`config.mk`:
```
export PLATFORM = sky130hd
export DESIGN_NAME = sync_fifo_wr_arbiter
export DESIGN_NICKNAME = d
export VERILOG_FILES = /design/src/rtl/sync_fifo_wr_arbiter.sv
export SDC_FILE = /design/constraint.sdc
export NUM_CORES = 1
export LEC_CHECK = 0
export ABC_AREA = 1
export CAP_MARGIN = 20
export CORE_MARGIN = 8
export CORE_UTILIZATION = 38
export DETAILED_ROUTE_END_ITERATION = 10
export GPL_ROUTABILITY_DRIVEN = 0
export GPL_TIMING_DRIVEN = 0
export PLACE_DENSITY = 0.79
export SYNTH_ARGS = -nofsm -noshare
export SYNTH_HDL_FRONTEND = slang
export SYNTH_SLANG_ARGS = --single-unit
```
`constraint.sdc`:
```
create_clock -name clk -period 2 [get_ports clk]
set_input_delay 0.2 -clock clk [delete_from_list [all_inputs] [get_ports clk]]
set_output_delay 0.2 -clock clk [all_outputs]
set_load 0.05 [all_outputs]
```
`src/rtl/sync_fifo_wr_arbiter.sv`:
```
// Round-robin, burst-granular arbiter sharing one synchronous FIFO write port
// among N_REQ producers; back-pressured by the FIFO full flag.
module sync_fifo_wr_arbiter #(
    parameter int N_REQ      = 4,
    parameter int DATA_WIDTH = 8,
    parameter int MAX_BURST  = 8,
    parameter int ID_WIDTH   = $clog2(N_REQ)
) (
    input  logic                        clk,
    input  logic                        rst,
    input  logic [N_REQ-1:0]            req_valid,
    input  logic [N_REQ*DATA_WIDTH-1:0] req_data,
    input  logic [N_REQ-1:0]            req_last,
    output logic [N_REQ-1:0]            req_ready,
    input  logic                        fifo_full,
    output logic                        fifo_wr_en,
    output logic [DATA_WIDTH-1:0]       fifo_wr_data,
    output logic [ID_WIDTH-1:0]         grant_id,
    output logic                        busy,
    output logic                        burst_done
);

    localparam int CNT_W = $clog2(MAX_BURST) + 1;

    typedef enum logic {
        IDLE,
        BURST
    } state_t;

    state_t              state, state_nxt;
    logic [ID_WIDTH-1:0] grant_nxt;
    logic [ID_WIDTH-1:0] last_grant, last_grant_nxt;
    logic [CNT_W-1:0]    beat_cnt, beat_cnt_nxt;
    logic                burst_done_nxt;

    logic                  own_valid;
    logic                  own_last;
    logic [DATA_WIDTH-1:0] own_data;
    logic [N_REQ-1:0]      own_onehot;

    // First valid requester strictly after 'last', wrapping modulo N_REQ.
    function automatic logic [ID_WIDTH-1:0] rr_pick(
        input logic [N_REQ-1:0]    v,
        input logic [ID_WIDTH-1:0] last
    );
        logic [ID_WIDTH-1:0] w;
        logic                found;
        int                  idx;
        w     = '0;
        found = 1'b0;
        for (int k = 1; k <= N_REQ; k++) begin
            idx = (int'(last) + k) % N_REQ;
            if (!found && v[idx]) begin
                w     = ID_WIDTH'(idx);
                found = 1'b1;
            end
        end
        return w;
    endfunction

    always_comb begin
        own_valid  = 1'b0;
        own_last   = 1'b0;
        own_data   = '0;
        own_onehot = '0;
        for (int i = 0; i < N_REQ; i++) begin
            if (grant_id == ID_WIDTH'(i)) begin
                own_valid     = req_valid[i];
                own_last      = req_last[i];
                own_data      = req_data[i*DATA_WIDTH +: DATA_WIDTH];
                own_onehot[i] = 1'b1;
            end
        end
    end

    always_comb begin
        state_nxt      = state;
        grant_nxt      = grant_id;
        last_grant_nxt = last_grant;
        beat_cnt_nxt   = beat_cnt;
        burst_done_nxt = 1'b0;
        busy           = 1'b0;
        req_ready      = '0;
        fifo_wr_en     = 1'b0;
        fifo_wr_data   = '0;
        case (state)
            IDLE: begin
                if (|req_valid) begin
                    grant_nxt      = rr_pick(req_valid, last_grant);
                    last_grant_nxt = grant_nxt;
                    beat_cnt_nxt   = '0;
                    state_nxt      = BURST;
                end
            end
            BURST: begin
                busy         = 1'b1;
                req_ready    = fifo_full ? '0 : own_onehot;
                fifo_wr_en   = own_valid & ~fifo_full;
                fifo_wr_data = own_data;
                // A beat that is both last and the MAX_BURST-th ends the grant once.
                if (fifo_wr_en) begin
                    if (own_last || beat_cnt == CNT_W'(MAX_BURST - 1)) begin
                        state_nxt      = IDLE;
                        beat_cnt_nxt   = '0;
                        burst_done_nxt = 1'b1;
                    end else begin
                        beat_cnt_nxt = beat_cnt + CNT_W'(1);
                    end
                end
            end
        endcase
    end

    always_ff @(posedge clk or posedge rst) begin
        if (rst) begin
            state      <= IDLE;
            grant_id   <= '0;
            last_grant <= ID_WIDTH'(N_REQ - 1);
            beat_cnt   <= '0;
            burst_done <= 1'b0;
        end else begin
            state      <= state_nxt;
            grant_id   <= grant_nxt;
            last_grant <= last_grant_nxt;
            beat_cnt   <= beat_cnt_nxt;
            burst_done <= burst_done_nxt;
        end
    end

endmodule

```
==> reports/qor.yml, run 1 <==
run_status:
  status: "finished clean"
setup_path:
  worstPathArrival_ns: 1.68
  crit_path_top_delay_cell: "dfrtp_2"
  required_ns: 1.80
  worstPathCellList: "inv_2, or2_4, nor2_4, o211ai_4, nand2_2, buf_2"
  crit_path_max_fanout: 8
  crit_type: "flip-flop to output pin"
  crit_start: "state"
  cp-start-kind: "flip-flop"
  endpoint_kind: "output pin"
  slowest_delay_ns: 0.43
  r2r-start: "last_grant[0]"
logic_synthesis:
  syn_area_um2: 1070
  synth_area_leaders: "nand2_1 (26%), dfrtp_1 (19%), nand3_1 (7.5%), dfstp_2 (4.9%), nor2_1 (4.9%)"
  synth-xor-area-share: 0.00816
  synth_top_family_by_area: "simple AND/OR/NAND/NOR gates"
  synthAdderAreaFrac: 0.0117
  synth_warnings: 0
  synth.area.mux_share: 0
  syn_inst: 183
  synth_top_cell_by_area: "nand2_1"
  avgSynthCellArea_um2: 5.87
  synth_compound_area_frac: 0.155
  ys_types: 28
  synth_nets: 227
  synth-seq-area-share: 0.235
  yosysTopAreaCellShare: 0.262
  synth-simple-area-share: 0.497
  ys_ff_latch: 10
cells_and_area:
  fin_nets: 291
  post-route-util: 0.631
  n_antenna_cell: 0
  fillCellCount: 278
  area_growth_pct: 59.2
  final_layout_size_suffix_gt1_frac: 0.207
  final_area_um2: 1710
power:
  fin_total_pwr_w: 0.00270
  p_sw_frac: 0.615
  p_clk_frac: 0.051
  power.density_nw_per_um2: 1580
  internal_power_w: 0.00104
  net-switching-power_w: 0.00166
  seqPwrFrac: 0.142
  p_comb_frac: 0.806
  leakage_nw: 0.846
  vdd_drop_max_v: 0.00118
place:
  dp_hpwl_um: 3000
  placed_cell_area_um2: 1730
  port_buffers: 59
job:
  maxCapViolations: 0
timing:
  timing.hold.ws_ns: 0.210
  fin_crit_sh: 0.939
  period_needed_ns: 1.88
  setup_viol: 0
  rsz0062_at_grt: "false"
  hold_violations: 0
  finalClockSkew_ns: 0.00735
  finalMaxSlewViolations: 0
  slew-limit-headroom: 0.668
  tightest_slew_ns: 0.496
  fmax_ghz: 0.533
global_routing:
  grt_max_degree: 11
  antenna_found_initial: 0
  grt_util_all_layers: 0.146
  grt_pass1_wl_um: 6070
  gr-total-overflow: 0
  grt_pass1_vias: 1293
route:
  ant_nets: 0
  drt_wl_total_um: 3590
  vias: 1376
  wl_per_cell_um: 12.9
  drt-initial-drc-count: 72
  drcViolationCount: 0
  via_per_inst: 4.97
  drt_pass1_iterations: 6
clock_network:
  clockBufferDepth: 2
  cts_tree: "yes"
  cts_hold_buf: 0
  cts_setup_buffers: 0
  clock-root-buffer: "clkbuf_4"
  clk_latency_ns: 0.26
  cts_sinks: 10
  numCtsBuffers: 3
  cts_max_level: 1
  clk_pin_slew_ns: 0.06
floorplanning:
  die_h_um: 69.2
  core_area_um2: 2710
  die_area_um2: 4780
  design.portCount: 60
  initial_core_util: 0.396
  die_width_um: 69.2
  rows: 19
hold_path:
  hp-class: "input pin to async pin"
[power by group through the flow]
stage,registers [W],clock network (W),logic [W]
floorplan,0.000476,0,0.00155
global placement,0.000381,0,0.00228
detailed placement,0.000382,0,0.00230
CTS,0.000385,0.000144,0.00221
global route,0.000397,0.000154,0.00238
finish,0.000385,0.000138,0.00218
[layout make-up]
cell class                      count  area, µm²  area share
Multi-Input combinational cell    148        749       0.439
Sequential cell                    10        255       0.149
Clock buffer                        4       26.3      0.0154
Tap cell                           31       38.8      0.0227
Buffer                              3       20.0      0.0117
Inverter                           22       82.6      0.0483
Timing Repair Buffer               59        537       0.314
[flip-flops by register name, indices dropped and copies added, names as in the netlist]
signal and cells:
last_grant 2, beat_cnt 4, state 1, burst_done 1, grant_id 2
[synthesized netlist by cell type]
cell,n
dfrtp_1,8
xor2_1,1
buf_2,2
o21ai_0,6
o211ai_4,1
nand4_1,3
nor3_1,2
inv_1,13
nor2_2,2
dfstp_2,2
o221ai_1,2
nand3_1,16
nor2_1,14
nor2_4,3
nand2_1,75
o211ai_1,3
o21ai_1,4
nand3_2,1
clkinv_1,1
nand2_2,3
a21boi_1,1
buf_4,1
inv_2,8
a21oi_1,6
a21oi_2,2
or2_2,1
or2_4,1
ha_1,1
[final timing paths]
check	cells past startpoint	end	slack, ns
setup / recovery	6	fifo_wr_en	0.12
hold / removal	2	burst_done	0.21
setup reg to reg	11	grant_id[1]	0.41
hold reg to reg	2	beat_cnt[1]	0.51
max in group asynchronous	2	last_grant[1]	1.48
min in group clk	2	beat_cnt[1]	0.51
[repair_timing]
| action | CTS | global route |
|---|---|---|
| setup endpoints to repair | 13 | 9 |
| cloned | 0 | 0 |
| gates resized for setup | 47 | 16 |
| pin swaps | 0 | 1 |
[placed cells by master, fill, tap and decap left out, drive strengths merged]
master,Yosys,routed
o21ai,10,10
buf,3,10
o211ai,4,4
clkdlybuf4s50,0,46
nand2,78,78
clkbuf,0,9
nand4,3,3
a21boi,1,1
o221ai,2,2
nor3,2,2
a21oi,8,8
xor2,1,1
nand3,17,17
dfrtp,8,8
nor2,19,19
ha,1,1
clkinv,1,1
inv,21,21
dfstp,2,2
or2,2,2
clkdlybuf4s15,0,1
[per-stage QoR]
stage | instances | TNS, ns | worst slack [ns]
CTS | 277 | 0 | 0.00568
finish | 277 | 0 | 0.122
global placement | 273 | -2.12 | -0.234
global route | 277 | 0 | 0.00157
floorplan | 183 | 0 | 0.00903
detailed placement | 273 | -2.05 | -0.231
[critical path: cells and delay by family (launching register included)]
kind                   cells  cell delay (ns)
buffers and inverters      2             0.38
DFF                        1             0.43
and+or+nand+nor            3             0.51
AOI/OAI and AO/OA          1             0.10
[cells by family after synthesis]
family / Yosys count
adder cells (fa/ha/maj): 1
flip-flops: 10
buffers and inverters: 25
XOR/XNOR: 1
AO/OA/AOI/OAI: 25
AND/OR/NAND/NOR: 121
[metal layers]
metal / share of wire / track usage / up-vias
met2: 0.44 / 0.225 / 47
met4: 0.0059 / 0.0410 / 0
met5: 0 / 0 / -
met3: 0.076 / 0.0286 / 2
li1: - / - / 715
met1: 0.48 / 0.198 / 612
Note: power is estimated with default switching activity, not from simulation.
==> inputs of run 2 (changes only) <==
--- a/config.mk
+++ b/config.mk
@@ -8,11 +8,13 @@
 export ABC_AREA = 1
 export CAP_MARGIN = 20
 export CORE_MARGIN = 8
-export CORE_UTILIZATION = 38
+export CORE_UTILIZATION = 59
+export CTS_CLUSTER_DIAMETER = 100
 export DETAILED_ROUTE_END_ITERATION = 10
+export DONT_BUFFER_PORTS = 1
 export GPL_ROUTABILITY_DRIVEN = 0
 export GPL_TIMING_DRIVEN = 0
-export PLACE_DENSITY = 0.79
+export PLACE_DENSITY = 0.75
 export SYNTH_ARGS = -nofsm -noshare
 export SYNTH_HDL_FRONTEND = slang
 export SYNTH_SLANG_ARGS = --single-unit
==> reports/qor.yml, run 2 (synthesis results as in run 1) <==
power:
  vdd_drop_max_v: 0.00104
  power.density_nw_per_um2: 2050
  leakage_nw: 0.699
route:
  drt_wl_total_um: 3560
  drcViolationCount: 0
  ant_nets: 0
  vias: 1266
  wl_per_cell_um: 16.1
  via_per_inst: 5.73
  drt_pass1_iterations: 4
  drt-initial-drc-count: 87
clock_network:
  numCtsBuffers: 3
  cts_max_level: 1
  cts_sinks: 10
  clk_latency_ns: 0.27
  cts_tree: "yes"
  clk_pin_slew_ns: 0.07
  clockBufferDepth: 2
  clock-root-buffer: "clkbuf_4"
cells_and_area:
  final_common_cell: "nand2_1"
  final_layout_size_suffix_gt1_frac: 0.281
  largest_reg_flops: 4
  fin_nets: 241
  top_regs: "beat_cnt: 4 flops, grant_id: 2 flops, last_grant: 2 flops"
  fillCellCount: 135
  final_cell_mix: "nand2_1 (75), nand3_1 (16), nor2_1 (12), inv_1 (10), inv_2 (9)"
  multiInputGateArea_um2: 843
  regMostFlops: "beat_cnt"
  n_antenna_cell: 0
  seqCellArea_um2: 264
  area_growth_pct: 27.6
timing:
  timing.hold.ws_ns: 0.215
  tightest_slew_ns: 0.552
  worst_slack_ns: -0.0315
  period_needed_ns: 2.03
  setup_viol: 1
  finalClockSkew_ns: 0.00615
  rsz0062_at_grt: "true"
  fmax_ghz: 0.492
  finalMaxSlewViolations: 0
  fin_crit_sh: 1.02
  hold_violations: 0
  slew-limit-headroom: 0.631
setup_path:
  worstPathArrival_ns: 1.83
  crit_path_max_fanout: 7
  crit_type: "flip-flop to output pin"
  required_ns: 1.80
  ff2ff_setup_slack_ns: 0.11
  reg2regPathDepth: 9
  endpoint_kind: "output pin"
  cp-start-kind: "flip-flop"
floorplanning:
  core_area_um2: 1730
  design.portCount: 60
  die_h_um: 58.7
  die_width_um: 58.7
  rows: 15
  initial_core_util: 0.622
  die_area_um2: 3440
hold_path:
  hp-class: "input pin to flip-flop"
  hold-path-cell-count: 4
run_status:
  status: "finished with violations"
  violations: "setup timing"
global_routing:
  grt_util_all_layers: 0.205
  grt_pass1_vias: 1187
  grt_pass1_wl_um: 5700
  grt_max_degree: 11
  gr-total-overflow: 0
  antenna_found_initial: 0
place:
  dp_hpwl_um: 2490
  port_buffers: 0
  place_ws_ns: -0.166
job:
  maxCapViolations: 0
run 2: cell count changes in the layout (fill, tap and decap cells not counted), moves of 3 or more:
cell             previous run  this run
buf_4                       2         8
dfrtp_4                     0         3
inv_1                      13        10
a21oi_2                     7         2
clkdlybuf4s50_1            46         0
nand2_2                     3         0
clkbuf_2                    3         0
a21oi_4                     0         5
buf_2                       8         1
run 2: cell type report:
cell class | count | share of cell area
multi-input combinational | 148 | 0.616
inverter | 22 | 0.0676
buffer | 3 | 0.0201
clock buffer | 4 | 0.0265
timing repair buffer | 9 | 0.0548
tap | 25 | 0.0228
sequential | 10 | 0.193
run 2: worst paths after layout:
path,startpoint,end
min in group asynchronous,rst,grant_id[1]
worst min register to register,beat_cnt[1],beat_cnt[1]
worst min-delay path,req_valid[2],state
worst max-delay path,grant_id[1],fifo_wr_data[0]
worst max register to register,state,beat_cnt[2]
max in group asynchronous,rst,last_grant[1]
run 2: metrics by stage:
step	instance area [µm²]	power, W	instances	setup TNS, ns	utilization
after global routing	1370	0.00303	221	-0.279	0.793
after global placement	1130	0.00221	208	-1.11	0.654
final	1370	0.00281	221	-0.0315	0.793
after floorplan	1100	0.00203	183	0	-
after CTS	1310	0.00267	216	-0.0447	0.756
after detailed placement	1130	0.00225	208	-1.27	0.654
run 2: metal layers:
metal / vias to the layer above / global-route usage / part of all wire
li1: 615 / - / -
met2: 67 / 0.357 / 0.49
met5: - / 0 / 0
met3: 8 / 0.0717 / 0.11
met1: 576 / 0.230 / 0.38
met4: 0 / 0.0546 / 0.022
run 2: critical path: stages, from the launching register on:
cell and delay [ns]:
dfrtp_4 0.59, buf_8 0.18, nor2_4 0.15, nand2_1 0.09, nand2_1 0.09, o21ai_2 0.08
a21oi_4 0.38
run 2: repair_timing:
action                                  CTS  global route
hold endpoints to repair                  8             0
pin swaps                                 4             7
hold buffers                              1             0
setup buffers                             3             5
gates resized for setup                  26             6
endpoints found under the setup margin   15            13
run 2: power by group:
group          leakage (nW)  total, W  internal [W]  switching, W
Clock                0.0210  0.000183      0.000111     0.0000724
Combinational         0.557   0.00209      0.000596       0.00149
Sequential            0.120  0.000540      0.000309      0.000230
Total                 0.699   0.00281       0.00102       0.00180
